$ cat config.mk
export PLATFORM = sky130hd
export DESIGN_NAME = ex_muldiv_flat
export DESIGN_NICKNAME = d
export VERILOG_FILES = /design/src/rtl/ex_muldiv_if.sv /design/src/rtl/ex_muldiv.sv /design/src/flat_wrapper.sv
export SDC_FILE = /design/constraint.sdc
export NUM_CORES = 1
export LEC_CHECK = 0
export ABC_AREA = 0
export ABC_CLOCK_PERIOD_IN_PS = 7100
export BUFFER_PORTS_ARGS = -buffer_cell sky130_fd_sc_hd__buf_2
export CORE_ASPECT_RATIO = 0.5
export CORE_MARGIN = 8
export CORE_UTILIZATION = 40
export DETAILED_ROUTE_END_ITERATION = 16
export GPL_TIMING_DRIVEN = 1
export MAX_ROUTING_LAYER = met4
export SYNTH_ARGS = -nofsm -noshare
export SYNTH_HDL_FRONTEND = slang
export SYNTH_SLANG_ARGS = --single-unit
export TNS_END_PERCENT = 100
$ cat constraint.sdc
create_clock -name CLK -period 7.1 [get_ports CLK]
set_input_delay 1.42 -clock CLK [delete_from_list [all_inputs] [get_ports CLK]]
set_output_delay 1.42 -clock CLK [all_outputs]
set_load 0.01 [all_outputs]
$ cat src/rtl/ex_muldiv_if.sv
// Request/result bundle between the EX-stage pipeline and the mul/div unit.
interface ex_muldiv_if #(
  parameter int WIDTH = 32
);
  logic             start;
  logic [2:0]       op;
  logic [WIDTH-1:0] Rdata1;
  logic [WIDTH-1:0] Rdata2;
  logic             busy;
  logic             done;
  logic [WIDTH-1:0] hi;
  logic [WIDTH-1:0] lo;
  logic             div_zero;

  modport master (
    output start, op, Rdata1, Rdata2,
    input  busy, done, hi, lo, div_zero
  );

  modport slave (
    input  start, op, Rdata1, Rdata2,
    output busy, done, hi, lo, div_zero
  );
endinterface

$ cat src/rtl/ex_muldiv.sv
// Iterative multiply/divide unit with HI/LO registers: shift-add multiply (or a
// single-cycle product when FAST_MUL=1) and restoring divide on operand magnitudes.
module ex_muldiv #(
  parameter int WIDTH    = 32,
  parameter bit FAST_MUL = 1'b0
) (
  input  logic       CLK,
  input  logic       RST,
  ex_muldiv_if.slave bus
);
  localparam int         CNT_W   = $clog2(WIDTH + 1);
  localparam logic [2:0] OP_MTHI = 3'b100;
  localparam logic [2:0] OP_MTLO = 3'b101;

  typedef enum logic [1:0] {IDLE, RUN, FIX} state_t;
  state_t state, state_nx;

  logic                    accept, wr_mthi, wr_mtlo;
  logic                    req_div, req_signed, req_fast;
  logic                    sign_a, sign_b;
  logic [WIDTH-1:0]        mag_a, mag_b;
  logic [CNT_W-1:0]        cnt;
  logic [2*WIDTH-1:0]      acc;
  logic [WIDTH-1:0]        opa, opb, raw_a;
  logic                    is_div, neg_res, neg_rem, dz;
  logic signed [2*WIDTH-1:0] prod_fix;
  logic signed [WIDTH-1:0] quo_fix, rem_fix;
  logic [WIDTH-1:0]        hi_q, lo_q;
  logic                    done_q, dz_q;

  function automatic logic [WIDTH-1:0] cond_neg_w(input logic [WIDTH-1:0] v, input logic n);
    return n ? -v : v;
  endfunction

  function automatic logic [2*WIDTH-1:0] cond_neg_2w(input logic [2*WIDTH-1:0] v, input logic n);
    return n ? -v : v;
  endfunction

  function automatic logic [2*WIDTH-1:0] fast_product(input logic [WIDTH-1:0] a,
                                                      input logic [WIDTH-1:0] b);
    return {{WIDTH{1'b0}}, a} * {{WIDTH{1'b0}}, b};
  endfunction

  // acc = {partial product, remaining multiplier bits}; the carry lands in the top bit.
  function automatic logic [2*WIDTH-1:0] mul_step(input logic [2*WIDTH-1:0] a,
                                                  input logic [WIDTH-1:0]   m);
    logic [WIDTH:0] sum;
    sum = {1'b0, a[2*WIDTH-1:WIDTH]} + (a[0] ? {1'b0, m} : {(WIDTH+1){1'b0}});
    return {sum, a[WIDTH-1:1]};
  endfunction

  // acc = {partial remainder, dividend bits shifting out / quotient bits shifting in}.
  function automatic logic [2*WIDTH-1:0] div_step(input logic [2*WIDTH-1:0] a,
                                                  input logic [WIDTH-1:0]   d);
    logic [WIDTH:0] part, diff;
    part = a[2*WIDTH-1:WIDTH-1];
    diff = part - {1'b0, d};
    if (diff[WIDTH])
      return {part[WIDTH-1:0], a[WIDTH-2:0], 1'b0};
    else
      return {diff[WIDTH-1:0], a[WIDTH-2:0], 1'b1};
  endfunction

  assign req_div    = bus.op[1];
  assign req_signed = ~bus.op[0];
  assign req_fast   = FAST_MUL && !bus.op[1];
  assign sign_a     = req_signed & bus.Rdata1[WIDTH-1];
  assign sign_b     = req_signed & bus.Rdata2[WIDTH-1];
  assign mag_a      = cond_neg_w(bus.Rdata1, sign_a);
  assign mag_b      = cond_neg_w(bus.Rdata2, sign_b);

  assign prod_fix = $signed(cond_neg_2w(acc, neg_res));
  assign quo_fix  = $signed(cond_neg_w(acc[WIDTH-1:0], neg_res));
  assign rem_fix  = $signed(cond_neg_w(acc[2*WIDTH-1:WIDTH], neg_rem));

  // FIX also accepts a new mul/div so back-to-back ops run every WIDTH+1 cycles;
  // MTHI/MTLO only land while idle so they never collide with the FIX write.
  always_comb begin
    state_nx = state;
    accept   = 1'b0;
    wr_mthi  = 1'b0;
    wr_mtlo  = 1'b0;
    case (state)
      IDLE: begin
        if (bus.start) begin
          if (!bus.op[2]) begin
            accept   = 1'b1;
            state_nx = req_fast ? FIX : RUN;
          end else if (bus.op == OP_MTHI) begin
            wr_mthi = 1'b1;
          end else if (bus.op == OP_MTLO) begin
            wr_mtlo = 1'b1;
          end
        end
      end
      RUN: begin
        if (cnt == CNT_W'(WIDTH - 1)) state_nx = FIX;
      end
      FIX: begin
        state_nx = IDLE;
        if (bus.start && !bus.op[2]) begin
          accept   = 1'b1;
          state_nx = req_fast ? FIX : RUN;
        end
      end
      default: state_nx = IDLE;
    endcase
  end

  always_ff @(posedge CLK or negedge RST) begin
    if (!RST) state <= IDLE;
    else      state <= state_nx;
  end

  // ---- operand latch / iteration stage ----
  always_ff @(posedge CLK or negedge RST) begin
    if (!RST) begin
      cnt     <= '0;
      acc     <= '0;
      opa     <= '0;
      opb     <= '0;
      raw_a   <= '0;
      is_div  <= 1'b0;
      neg_res <= 1'b0;
      neg_rem <= 1'b0;
      dz      <= 1'b0;
    end else if (accept) begin
      cnt     <= '0;
      opa     <= mag_a;
      opb     <= mag_b;
      raw_a   <= bus.Rdata1;
      is_div  <= req_div;
      neg_res <= sign_a ^ sign_b;
      neg_rem <= sign_a;
      dz      <= req_div && (bus.Rdata2 == '0);
      if (req_fast)     acc <= fast_product(mag_a, mag_b);
      else if (req_div) acc <= {{WIDTH{1'b0}}, mag_a};
      else              acc <= {{WIDTH{1'b0}}, mag_b};
    end else if (state == RUN) begin
      cnt <= cnt + CNT_W'(1);
      acc <= is_div ? div_step(acc, opb) : mul_step(acc, opa);
    end
  end

  // ---- sign fix-up / HI-LO write stage ----
  always_ff @(posedge CLK or negedge RST) begin
    if (!RST) begin
      hi_q   <= '0;
      lo_q   <= '0;
      done_q <= 1'b0;
      dz_q   <= 1'b0;
    end else begin
      done_q <= (state == FIX);
      dz_q   <= (state == FIX) && is_div && dz;
      if (state == FIX) begin
        if (!is_div) begin
          {hi_q, lo_q} <= prod_fix;
        end else if (dz) begin
          hi_q <= raw_a;
          lo_q <= '1;
        end else begin
          hi_q <= rem_fix;
          lo_q <= quo_fix;
        end
      end else if (wr_mthi) begin
        hi_q <= bus.Rdata1;
      end else if (wr_mtlo) begin
        lo_q <= bus.Rdata1;
      end
    end
  end

  assign bus.busy     = (state != IDLE);
  assign bus.done     = done_q;
  assign bus.div_zero = dz_q;
  assign bus.hi       = hi_q;
  assign bus.lo       = lo_q;
endmodule

$ cat src/flat_wrapper.sv
// flat-port wrapper written by rule: the top's interface ports become plain ports
module ex_muldiv_flat 
#(
  parameter int WIDTH    = 32,
  parameter bit FAST_MUL = 1'b0
)
  (CLK, RST, bus_start, bus_op, bus_Rdata1, bus_Rdata2, bus_busy, bus_done, bus_hi, bus_lo, bus_div_zero);
  ex_muldiv_if #(.WIDTH(WIDTH)) bus_i ();
  input  logic CLK;
  input  logic RST;
  input wire logic [$bits(bus_i.start)-1:0] bus_start;
  input wire logic [$bits(bus_i.op)-1:0] bus_op;
  input wire logic [$bits(bus_i.Rdata1)-1:0] bus_Rdata1;
  input wire logic [$bits(bus_i.Rdata2)-1:0] bus_Rdata2;
  output wire logic [$bits(bus_i.busy)-1:0] bus_busy;
  output wire logic [$bits(bus_i.done)-1:0] bus_done;
  output wire logic [$bits(bus_i.hi)-1:0] bus_hi;
  output wire logic [$bits(bus_i.lo)-1:0] bus_lo;
  output wire logic [$bits(bus_i.div_zero)-1:0] bus_div_zero;
  assign bus_i.start = bus_start;
  assign bus_i.op = bus_op;
  assign bus_i.Rdata1 = bus_Rdata1;
  assign bus_i.Rdata2 = bus_Rdata2;
  assign bus_busy = bus_i.busy;
  assign bus_done = bus_i.done;
  assign bus_hi = bus_i.hi;
  assign bus_lo = bus_i.lo;
  assign bus_div_zero = bus_i.div_zero;
  ex_muldiv #(.WIDTH(WIDTH), .FAST_MUL(FAST_MUL)) u_core (.CLK(CLK), .RST(RST), .bus(bus_i));
endmodule
==> impl_metrics.csv <==
group,metric,value,unit
place,gp_congestion,0.9548,
worst_setup_path,crit_family,"compound AO/OA/AOI/OAI gates",
worst_setup_path,ff2ff_path_depth,12,
clock_tree,cts-root-buf,"clkbuf_16",
yosys,yosysWarnings,0,
detailed_routing,top_layer,"met4",
final_layout,regArea,5934,sq um
worst_setup_path,path_cells,"inv_1, fa_1, nand2b_1, a21oi_1, o311a_1, o31ai_2, a31o_2, a211oi_1, a211o_1, buf_4, mux2_2, o21ai_0",
yosys,synth_ff_type,"dfrtp_1",
detailed_routing,drc,0,
final_layout,stdcell_count,2907,
timing,slew_headroom,26.06,%
yosys,synth_cell_type_count,83,
power_and_ir_drop,leakage,8.632,nW
worst_setup_path,cpMaxStageDelayCell,"dfrtp_1",
detailed_routing,route.vias.total,17714,
floorplan,rows,55,
floorplan,floorplan.initialDensity,40.46,%
timing,fin_setup_tns,0,ns
clock_tree,holdBufCountCts,0,
yosys,synth_nets,2400,
yosys,yosysSeqAreaShare,32.47,%
detailed_routing,wl_per_cell,23.96,um
grt,grt-ovfl-total,0,
worst_setup_path,end_kind,"register",
timing,skew,0.01013,ns
yosys,synth_top_cell_area_share,32.47,%
place,dp_cells,2858,
detailed_routing,drt_iter0_drc,2052,
yosys,async_flop_share,100.0,%
clock_tree,cts_buffer_depth,3,
detailed_routing,wirelength,69.67,mm
timing,tightestPinTransition,1.107,ns
worst_hold_path,hold_class,"reg -> reg",
yosys,syn_inst,2259,
worst_setup_path,cp-start-kind,"register",
final_layout,fillers,4588,
yosys,synth_area,18270,sq um
yosys,yosysMostFrequentCell,"nand2_1",
worst_hold_path,holdPathEnd,"u_core.raw_a[26]$_DFFE_PN0P_",
grt,grt.total_usage,25.71,%
yosys,synth.area.top_cells,"dfrtp_1, nand2_1, o21ai_0",
yosys,ys_top_cells_by_count,"nand2_1, dfrtp_1, o21ai_0, clkbuf_1, a21oi_1",
timing,rsz0062_at_grt,"false",
place,numPortBuffers,136,
clock_tree,clock_latency,0.56,ns
yosys,synth_top_area_cell,"dfrtp_1",
yosys,synth_edf_count,0,
timing,clock.fmax,247.1,MHz
grt,grt_pass1_wl,105.5,mm
grt,grt_max_degree,179,
floorplan,num_io_pins,137,
run,maxCapViolCount,0,
detailed_routing,ant_nets,0,
worst_setup_path,slowest_delay,0.59,ns
clock_tree,clk_pin_slew,0.07,ns
final_layout,syn2layout_area_growth,11.00,%
timing,finalHoldViolCount,0,
worst_setup_path,cp_max_fo,35,
final_layout,multi_input_area,11480,sq um
worst_setup_path,r2r_slack,3.05,ns
worst_setup_path,r2r_end,"u_core.acc[33]$_DFFE_PN0P_",
clock_tree,h-tree-depth,1,
timing,fin_crit,4.047,ns
yosys,synth-seq-cells,237,
worst_setup_path,worstSetupPathType,"reg -> reg",
place,dp_hpwl,51.73,mm
clock_tree,ctsResizeCount,0,
detailed_routing,via_per_inst,6.094,
detailed_routing,wl_met3,7.025,mm
worst_setup_path,reg2reg_from,"u_core.acc[32]$_DFFE_PN0P_",
power_and_ir_drop,power-per-cell-area,534.8,nW/um^2
floorplan,die_h,167.1,um
clock_tree,cts_tree,"built",
final_layout,layout.nets,2429,
detailed_routing,wl_met2,28.26,mm
grt,grt_pass1_vias,16694,
timing,setup_viol,0,
detailed_routing,first_pass_iters,5,
status,outcome,"completed",
clock_tree,post_cts_buffers,0,
timing,period_share,57.00,%
floorplan,dieArea,53170,sq um
power_and_ir_drop,irDropWorstVdd,0.0001925,V
worst_hold_path,min-delay-start,"u_core.raw_a[26]$_DFFE_PN0P_",
clock_tree,cts_buffers,26,
worst_hold_path,hold_depth,2,
yosys,avgSynthCellArea,8.085,sq um
final_layout,drive_gt1_share,11.44,%
worst_setup_path,path_buf_inv,2,
detailed_routing,wl_met1,32.59,mm
final_layout,final_util,44.91,%
clock_tree,clock-sinks,237,
grt,antenna_found_initial,0,
timing,slew_viol_final,0,
worst_setup_path,worstPathRequired,7.57,ns
floorplan,core,45140,sq um
floorplan,die_w,318.2,um
power_and_ir_drop,total_power,10.84,mW
worst_setup_path,cp_data_arrival_time,4.52,ns
-- stage by stage --
| step | hold WS [ns] | setup WS, ns | cell area [sq um] |
|---|---|---|---|
| floorplan | 0.4404 | 3.440 | 18270 |
| global placement | 0.4544 | 2.885 | 19350 |
| detailed placement | 0.4615 | 2.894 | 19350 |
| CTS | 0.4763 | 3.146 | 20270 |
| global route | 0.4955 | 2.820 | 20270 |
| finish | 0.4729 | 3.053 | 20270 |
-- placed cells by master, fill, tap and decap left out, types with 69 or more instances in the layout --
master and instances:
buf_2 135, xnor2_1 94, dfrtp_1 236, ha_1 69
mux2i_1 90, a21oi_1 126, nand2_1 380, o21ai_0 225
nor2_1 105, xor2_1 76
-- sequential cells by signal (all words and copies together), names as in the netlist, 2 cells and up --
signal	count
u_core.bus.hi	32
u_core.acc	64
u_core.state	2
u_core.bus.lo	32
u_core.opa	31
u_core.opb	32
u_core.cnt	6
u_core.raw_a	32
-- power by group --
part / internal (mW) / switching, mW / total [mW]
logic: 2.61 / 3.80 / 6.40
clock network: 0.892 / 0.601 / 1.49
registers: 2.02 / 0.931 / 2.95
-- worst reg2reg max path, cell delays in order, from the launching register on --
cell and delay, ns:
dfrtp_1 0.59, inv_1 0.25, fa_1 0.50, nand2b_1 0.20, a21oi_1 0.25, o311a_1 0.29
o31ai_2 0.10, a31o_2 0.31, a211oi_1 0.27, a211o_1 0.13, buf_4 0.45, mux2_2 0.45
o21ai_0 0.17
-- cell type report --
class                      count  area share, %
clock inverter                10         0.7406
tap                          598          3.690
timing repair buffer         166          4.641
inverter                      68          1.259
multi-input combinational   1789          56.60
antenna                        1        0.01234
sequential                   237          29.27
clock buffer                  38          3.783
-- how the worst max path moves through the flow --
stage / from / endpoint / cells after the start
final: u_core.acc[32]$_DFFE_PN0P_ / u_core.acc[33]$_DFFE_PN0P_ / 12
after global routing: u_core.acc[32]$_DFFE_PN0P_ / u_core.acc[33]$_DFFE_PN0P_ / 12
after CTS: u_core.acc[31]$_DFFE_PN0P_ / u_core.acc[33]$_DFFE_PN0P_ / 13
after detailed placement: bus_Rdata2[8] / u_core.acc[30]$_DFFE_PN0P_ / 8
after global placement: bus_Rdata2[8] / u_core.acc[30]$_DFFE_PN0P_ / 8
after floorplan: bus_Rdata2[18] / u_core.acc[27]$_DFFE_PN0P_ / 9
-- kinds of logic (layout without fill, tap and decap cells) --
logic type,Yosys count,count (layout),share of synthesized area (%)
compound gates,684,684,23.99
mux,97,97,5.364
flops,237,237,32.47
fa+ha+maj,71,71,4.946
simple gates,767,767,20.22
other cells,0,1,0
buf+inv,233,282,4.864
xor+xnor,170,170,8.152
-- metal layers --
layer | GRT usage, % | vias to the layer above
met5 | - | -
met4 | 6.341 | 0
met3 | 5.618 | 109
met2 | 35.36 | 828
met1 | 37.76 | 8623
li1 | - | 8154
(Power assumes the default switching activity.)
